### config.mk
export PLATFORM = sky130hd
export DESIGN_NAME = alu_bist
export DESIGN_NICKNAME = d
export VERILOG_FILES = /design/src/rtl/alu_bist.sv
export SDC_FILE = /design/constraint.sdc
export NUM_CORES = 1
export LEC_CHECK = 0
export BUFFER_PORTS_ARGS = -buffer_cell sky130_fd_sc_hd__buf_2
export CORE_MARGIN = 5
export CORE_UTILIZATION = 51
export DETAILED_ROUTE_END_ITERATION = 8
export PLACE_DENSITY_LB_ADDON = 0.2
export SLEW_MARGIN = 20
export SYNTH_ARGS = -nofsm -noshare
export SYNTH_HDL_FRONTEND = slang
export SYNTH_SLANG_ARGS = --single-unit
### constraint.sdc
create_clock -name clk -period 3.45 [get_ports clk]
set_clock_uncertainty 0.2 [all_clocks]
set_input_delay 0.69 -clock clk [delete_from_list [all_inputs] [get_ports clk]]
set_output_delay 0.69 -clock clk [all_outputs]
set_load 0.01 [all_outputs]
### src/rtl/alu_bist.sv
// -----------------------------------------------------------------------------
// alu_bist -- built-in self test sequencer for a 32-bit combinational ALU.
//
// After a start request the block walks NUM_OPS opcodes, applying NUM_VECTORS
// pseudo-random operand pairs per opcode. The operands come from a Galois
// LFSR. Every ALU response, including its zero flag, is compressed into a
// 32-bit MISR. A separate saturating counter records every cycle in which the
// zero flag disagrees with the result. After the last vector the signature is
// compared against GOLDEN_SIG. The block then posts a held pass/fail verdict
// and a one-cycle done pulse.
//
// Ports
//   clk          in   clock, rising edge
//   rst          in   asynchronous active-high reset
//   start        in   run request, only looked at while idle
//   bist_a       out  [31:0] operand a to the ALU (0 when not running)
//   bist_b       out  [31:0] operand b to the ALU (0 when not running)
//   bist_alu_op  out  [3:0]  opcode to the ALU (0 when not running)
//   alu_result   in   [31:0] ALU result (combinational from bist_*)
//   alu_zero     in   ALU zero flag
//   busy         out  high while a run is in progress (RUN and COMPARE)
//   done         out  one-cycle pulse when a run completes
//   pass         out  held pass verdict of the last completed run
//   fail         out  held fail verdict of the last completed run
//   signature    out  [31:0] current MISR value
//   zero_err_cnt out  [7:0] saturating count of zero-flag inconsistencies
// -----------------------------------------------------------------------------
module alu_bist #(
  parameter int unsigned NUM_OPS     = 10,
  parameter int unsigned NUM_VECTORS = 16,
  parameter logic [31:0] LFSR_SEED   = 32'hACE1_1234,
  parameter logic [31:0] GOLDEN_SIG  = 32'h0000_0000
) (
  input  logic        clk,
  input  logic        rst,
  input  logic        start,
  output logic [31:0] bist_a,
  output logic [31:0] bist_b,
  output logic [3:0]  bist_alu_op,
  input  logic [31:0] alu_result,
  input  logic        alu_zero,
  output logic        busy,
  output logic        done,
  output logic        pass,
  output logic        fail,
  output logic [31:0] signature,
  output logic [7:0]  zero_err_cnt
);

  localparam logic [31:0] LFSR_TAPS = 32'h8020_0003;
  localparam logic [31:0] MISR_POLY = 32'h04C1_1DB7;
  localparam int unsigned VEC_W     = (NUM_VECTORS > 1) ? $clog2(NUM_VECTORS) : 1;
  localparam logic [VEC_W-1:0] VEC_LAST = VEC_W'(NUM_VECTORS - 1);
  localparam logic [3:0]       OP_LAST  = 4'(NUM_OPS - 1);

  typedef enum logic [1:0] {
    ST_IDLE = 2'd0,
    ST_RUN  = 2'd1,
    ST_CMP  = 2'd2
  } state_t;

  state_t           state_q, state_d;
  logic [31:0]      lfsr_q, lfsr_d;
  logic [31:0]      misr_q, misr_d;
  logic [VEC_W-1:0] vec_cnt_q, vec_cnt_d;
  logic [3:0]       op_cnt_q, op_cnt_d;
  logic [7:0]       zerr_q, zerr_d;
  logic             pass_q, pass_d;
  logic             fail_q, fail_d;
  logic             done_q, done_d;

  logic [31:0]      lfsr_step;
  logic [31:0]      misr_step;
  logic             zero_mismatch;
  logic             verdict_fail;

  // Right-shifting Galois LFSR: the bit that falls out of the LSB folds the
  // tap mask back in.
  assign lfsr_step = (lfsr_q >> 1) ^ (lfsr_q[0] ? LFSR_TAPS : 32'h0);

  // The MISR absorbs the full result word. The zero flag is folded into bit 0
  // so that a stuck flag also shows up in the signature.
  always_comb begin
    misr_step    = {misr_q[30:0], 1'b0} ^ (misr_q[31] ? MISR_POLY : 32'h0) ^ alu_result;
    misr_step[0] = misr_step[0] ^ alu_zero;
  end

  assign zero_mismatch = (alu_zero != (alu_result == 32'h0));
  assign verdict_fail  = (misr_q != GOLDEN_SIG) || (zerr_q != 8'h00);

  always_comb begin
    state_d   = state_q;
    lfsr_d    = lfsr_q;
    misr_d    = misr_q;
    vec_cnt_d = vec_cnt_q;
    op_cnt_d  = op_cnt_q;
    zerr_d    = zerr_q;
    pass_d    = pass_q;
    fail_d    = fail_q;
    done_d    = 1'b0;

    unique case (state_q)
      ST_IDLE: begin
        if (start) begin
          state_d   = ST_RUN;
          lfsr_d    = LFSR_SEED;
          misr_d    = 32'h0;
          vec_cnt_d = '0;
          op_cnt_d  = 4'h0;
          zerr_d    = 8'h00;
          pass_d    = 1'b0;
          fail_d    = 1'b0;
        end
      end

      ST_RUN: begin
        lfsr_d = lfsr_step;
        misr_d = misr_step;
        if (zero_mismatch && (zerr_q != 8'hFF)) begin
          zerr_d = zerr_q + 8'd1;
        end
        // Opcode-major walk: the opcode only moves once all of its vectors
        // have been applied.
        if (vec_cnt_q == VEC_LAST) begin
          vec_cnt_d = '0;
          if (op_cnt_q == OP_LAST) begin
            op_cnt_d = 4'h0;
            state_d  = ST_CMP;
          end else begin
            op_cnt_d = op_cnt_q + 4'd1;
          end
        end else begin
          vec_cnt_d = vec_cnt_q + VEC_W'(1);
        end
      end

      ST_CMP: begin
        state_d = ST_IDLE;
        fail_d  = verdict_fail;
        pass_d  = !verdict_fail;
        done_d  = 1'b1;
      end

      default: begin
        state_d = ST_IDLE;
      end
    endcase
  end

  always_ff @(posedge clk or posedge rst) begin
    if (rst) begin
      state_q   <= ST_IDLE;
      lfsr_q    <= LFSR_SEED;
      misr_q    <= 32'h0;
      vec_cnt_q <= '0;
      op_cnt_q  <= 4'h0;
      zerr_q    <= 8'h00;
      pass_q    <= 1'b0;
      fail_q    <= 1'b0;
      done_q    <= 1'b0;
    end else begin
      state_q   <= state_d;
      lfsr_q    <= lfsr_d;
      misr_q    <= misr_d;
      vec_cnt_q <= vec_cnt_d;
      op_cnt_q  <= op_cnt_d;
      zerr_q    <= zerr_d;
      pass_q    <= pass_d;
      fail_q    <= fail_d;
      done_q    <= done_d;
    end
  end

  // Operands are only presented while vectors are being applied. Otherwise
  // the ALU sees a quiet all-zero input.
  assign bist_a       = (state_q == ST_RUN) ? lfsr_q : 32'h0;
  assign bist_b       = (state_q == ST_RUN) ? {lfsr_q[18:0], lfsr_q[31:19]} : 32'h0;
  assign bist_alu_op  = (state_q == ST_RUN) ? op_cnt_q : 4'h0;

  assign busy         = (state_q != ST_IDLE);
  assign done         = done_q;
  assign pass         = pass_q;
  assign fail         = fail_q;
  assign signature    = misr_q;
  assign zero_err_cnt = zerr_q;

endmodule

* After elaboration in Yosys (flattened, before gate mapping) *
Index checks and enable logic that the tools add are counted.

operators by class
  add/sub/neg operators = 3
  multipliers = 0
  div/mod/pow operators = 0
  $lt $le $gt $ge = 0
  equal/unequal tests = 10
  shift-type cells = 0
  muxes and demuxes = 26
  bitwise logic cells = 4
  reductions and logical operators = 15

operator list
  operator               count
  $mux W32               5
  $pmux W32 S2           2
  $logic_not A32 Y1      1
  $reduce_bool A32 Y1    1
  $xor A31 B32 Y32       1
  $xor A32 B27 Y32       1
  $xor A32 B32 Y32       1
  $mux W27               1
  $mux W4                5
  $mux W8                2
  $pmux W4 S2            2
  $pmux W8 S2            1
  $reduce_and A3 Y1      3
  $add A4 B1 Y4 const B  2
  $add A8 B1 Y8 const B  1
  $eq A4 B4 Y1 const B   2
  $ne A2 B2 Y1 const B   4
  $ne A8 B8 Y1 const B   1
  $reduce_bool A8 Y1     1
  $mux W2                3
  $reduce_bool A2 Y1     3
  $pmux W1 S2            2
  $pmux W2 S2            1
  $reduce_and A2 Y1      2
  9 further kinds        10

word-level totals
  flip-flop bits (word level) = 85
  bits in latches = 0
  bits in writable memories = 0
  ROM bits = 0
  input bits = 36
  output and inout bits = 112
  word-level logic and storage cells = 67
  memories kept = 0

* Depth between registers and ports, before layout *
  depth after elaboration = 5
  gate-level depth with buffers = 7
  gate-level depth less buffers = 7

* Least setup slack after synthesis *
No wires, ideal clock.

  kind = input-to-reg
  start = input port alu_result[14]
  end = register zerr_q[5] (netlist: zero_err_cnt[5])
  setup time = 0.126 ns
  arrival time = 2.152 ns
  path slack = 0.971 ns
  cell stages on the path = 6
  buffers on the path = 1
  cell sequence = nor4_1 nand4_1 or4_1 buf_2 and4_4 a311o_1

between the ends
  cells in the longest elaborated chain, start to end = 5

RTL lines
  element                             RTL line  source
  start, declared                     40        input logic [31:0] alu_result,
  $logic_not A32 Y1                   88        assign zero_mismatch = (alu_zero != (alu_result == 32'h0));
  $ne A1 B1 Y1                        88
  $logic_and A1 B1 Y1                 119       if (zero_mismatch && (zerr_q != 8'hFF)) begin
  $ne A2 B2 Y1 (no source line)       -
  $reduce_and A3 Y1 (no source line)  -
  end signal, assigned                167       zerr_q <= zerr_d;
  end, declared                       67        logic [7:0] zerr_q, zerr_d;

Every way passes these cells.
A chain may end at the register's enable or synchronous reset.

* Worst setup path after layout *
  start = input port alu_result[30]
  end = register zerr_q[5] (netlist: zero_err_cnt[5])

The elaborated chain is that of the path after synthesis.

==> impl_metrics.toml <==
[placed_design]
place_congestion = 0.782
portBuffers = 147
dp.cells = 653
dpl.hpwl_um = 7700
placed_area_um2 = 5030

[critical_path]
critPathLaunchType = "input port"
cp_data_required_time_ns = 3.49
critPathLaunch = "alu_result[30]"
cp_top_family = "simple AND/OR/NAND/NOR gates"
arrival_ns = 2.61
end_kind = "flip-flop"
crit_chain = "buf_2 > nor4_1 > nand4_1 > or4_1 > and4_4 > a311o_1"
slowest_stage = "or4_1"
crit_path_max_fanout = 7
slowest_delay_ns = 0.60
crit_type = "in2reg"
r2r_start = "state_q[0]"
path_buf_inv = 1

[logic_synthesis]
syn_nets = 503
netlist.area_leader.share_pct = 39.7
ys_ff_latch = 85
synth-seq-area-share_pct = 47.2
synthTopCellsByArea = "dfrtp_1, buf_4, dfstp_2"
syn_area_per_cell_um2 = 9.82
synth_ff_type = "dfrtp_1"
synth_area_um2 = 4540
synth_top_area_cell = "dfrtp_1"
synth_enable_flop_cells = 0
ys_types = 46
async_reset_ff_share_pct = 100
yosysWarnings = 0
synthCells = 462

[cts]
clk_latency_ns = 0.35
post_cts_buffers = 0
cts-resized-gates = 0
root_buffer = "clkbuf_8"
postCtsHoldBufs = 0
tritoncts = "built"
clockBufferDepth = 2
cts.htree.levels = 3
clkSlewWorstSetupHoldPaths_ns = 0.10
clkSinkCount = 85
cts_buffers = 9

[timing]
fmax_mhz = 389
setup_viol = 0
tightest_slew_ns = 0.878
fin_crit_sh_pct = 74.5
period_needed_ns = 2.57
relSlewSlack_pct = 41.5
finalSetupTns_ns = 0
fin_hold_ws_ns = 0.231
drv_slew = 0
rsz0062_at_grt = "false"
hold_viol = 0

[floorplan]
io_pins = 148
initial_core_util_pct = 52.3
std_cell_rows = 34
die_y_um = 104
die-area_um2 = 10900
die_x_um = 104
core_um2 = 8680

[final_layout]
finalNonFillerCells = 669
seqCellArea_um2 = 2140
layout-drive-gt1-share_pct = 34.0
final_core_utilization_pct = 60.8
n_antenna_cell = 0
stdcell_area_um2 = 5280
multi_input_area_um2 = 1910
fin_nets = 597
num-fill-cells = 767
area_growth_pct = 16.3

[power_and_ir_drop]
irDropWorstVdd_mv = 0.368
combPwrFrac_pct = 45.6
p_sw_w = 0.00216
switching_share_pct = 40.4
power_frac_seq_pct = 38.4
intPower_w = 0.00318
powerDensity_nw_per_um2 = 1010
power.share.clock_pct = 16.0
cellLeakagePower_nw = 2.52

[detailed_routing]
drtAntennaViolNets = 0
dr_total_vias = 3569
drt_iter0_markers = 150
routedWlPerCell_um = 15.8
first_pass_iters = 5
viasPerCell = 5.33
drc = 0
totalWireLength_um = 10600

[grt]
grt_pass1_wl_um = 18000
grt_overflow_total = 0
antenna_found_initial = 0
grt_max_degree = 86
grtUsageTotal_pct = 19.7
grt_pass1_vias = 3605

[run]
maxCapViolCount = 0

[run_status]
status = "finished, final reports clean"

[hold_path]
holdCritPathClass = "in2async"
-- synthesized netlist by cell type, types with 2 or more instances --
| master | instances |
|---|---|
| nor4_1 | 14 |
| nor2_1 | 10 |
| o21ai_0 | 44 |
| o21bai_1 | 2 |
| o211ai_1 | 7 |
| clkbuf_1 | 18 |
| xnor2_1 | 34 |
| o2111ai_1 | 2 |
| xor2_1 | 14 |
| buf_2 | 2 |
| nor2b_1 | 2 |
| a21o_1 | 19 |
| a21oi_1 | 3 |
| a211o_1 | 12 |
| buf_4 | 49 |
| dfrtp_1 | 72 |
| nor4_2 | 3 |
| nand2_1 | 46 |
| and2_1 | 34 |
| nor3_1 | 5 |
| nand3_1 | 12 |
| ha_1 | 5 |
| dfstp_2 | 13 |
| nand4_1 | 6 |
| inv_1 | 13 |
-- worst min-delay path: stages --
cell	delay, ns
buf_2	0.10
clkinv_2	0.05
buf_12	0.37
-- metal layers --
layer | vias up | share of wire [%] | GRT usage, % | wire length, µm
met5 | - | 0 | 0 | 0
met4 | 0 | 1.1 | 5.37 | 120
met3 | 11 | 7.1 | 6.02 | 754
met2 | 102 | 49 | 32.2 | 5170
met1 | 1719 | 43 | 25.5 | 4540
li1 | 1737 | - | - | -
-- power groups by stage --
stage                     logic (W)  registers, W  clock network, W
after floorplan             0.00191       0.00203                 0
after global placement      0.00242       0.00204                 0
after global routing        0.00271       0.00214          0.000918
after CTS                   0.00248       0.00205          0.000875
final                       0.00244       0.00205          0.000856
after detailed placement    0.00248       0.00207                 0
-- sequential cells by signal, summed over array words and instances (netlist names) --
name,cells
done,1
fail,1
lfsr_q,32
op_cnt_q,4
pass,1
signature,32
state_q,2
vec_cnt_q,4
zero_err_cnt,8
-- layout make-up --
type | instances | share of cell area (%)
Timing Repair Buffer | 153 | 15.0
Multi-Input combinational cell | 294 | 36.2
Sequential cell | 85 | 40.6
Clock buffer | 9 | 2.35
Tap cell | 108 | 2.56
Inverter | 13 | 0.949
Clock inverter | 7 | 2.28
-- through the flow --
step / total power [W] / setup WS, ns
floorplan: 0.00394 / 0.388
global placement: 0.00446 / 0.623
detailed placement: 0.00454 / 0.506
CTS: 0.00541 / 0.882
global route: 0.00577 / 0.766
finish: 0.00534 / 0.881
-- final timing paths --
path / end / cells past startpoint / slack [ns]
worst max-delay path: zero_err_cnt[5] / 6 / 0.88
min in group clk: lfsr_q[8] / 1 / 0.27
worst max register to register: zero_err_cnt[5] / 6 / 1.01
worst min-delay path: lfsr_q[19] / 3 / 0.23
worst min register to register: lfsr_q[8] / 1 / 0.27
max in group asynchronous: lfsr_q[29] / 3 / 2.46
-- logic make-up after synthesis --
kind of cell / count (synthesis) / synth area share [%]
buf+inv: 83 / 11.0
mux: 2 / 0.469
simple gates: 138 / 16.1
xor+xnor: 48 / 9.27
compound gates: 101 / 14.6
fa+ha+maj: 5 / 1.38
flops: 85 / 47.2
-- cells in the final DEF (no fill, tap or decap), types with 2 or more instances in the layout --
| cell type | synthesis | final |
|---|---|---|
| bufinv_16 | 0 | 3 |
| nor2_1 | 10 | 10 |
| dfstp_2 | 13 | 13 |
| clkbuf_8 | 0 | 9 |
| xnor2_1 | 34 | 34 |
| o21ai_0 | 44 | 44 |
| a21oi_1 | 3 | 3 |
| o211ai_1 | 7 | 7 |
| nand3_1 | 12 | 12 |
| nand4_1 | 6 | 6 |
| and2_1 | 34 | 34 |
| dfrtp_1 | 72 | 72 |
| xor2_1 | 14 | 14 |
| ha_1 | 5 | 5 |
| inv_1 | 13 | 12 |
| nor4_2 | 3 | 3 |
| o2111ai_1 | 2 | 2 |
| inv_6 | 0 | 2 |
| nor4_1 | 14 | 14 |
| nand2_1 | 46 | 46 |
| clkinv_2 | 0 | 2 |
| a211o_1 | 12 | 12 |
| nor3_1 | 5 | 5 |
| buf_2 | 2 | 147 |
| buf_4 | 49 | 5 |
| a21o_1 | 19 | 19 |
Note: power is estimated with default switching activity, not from simulation.
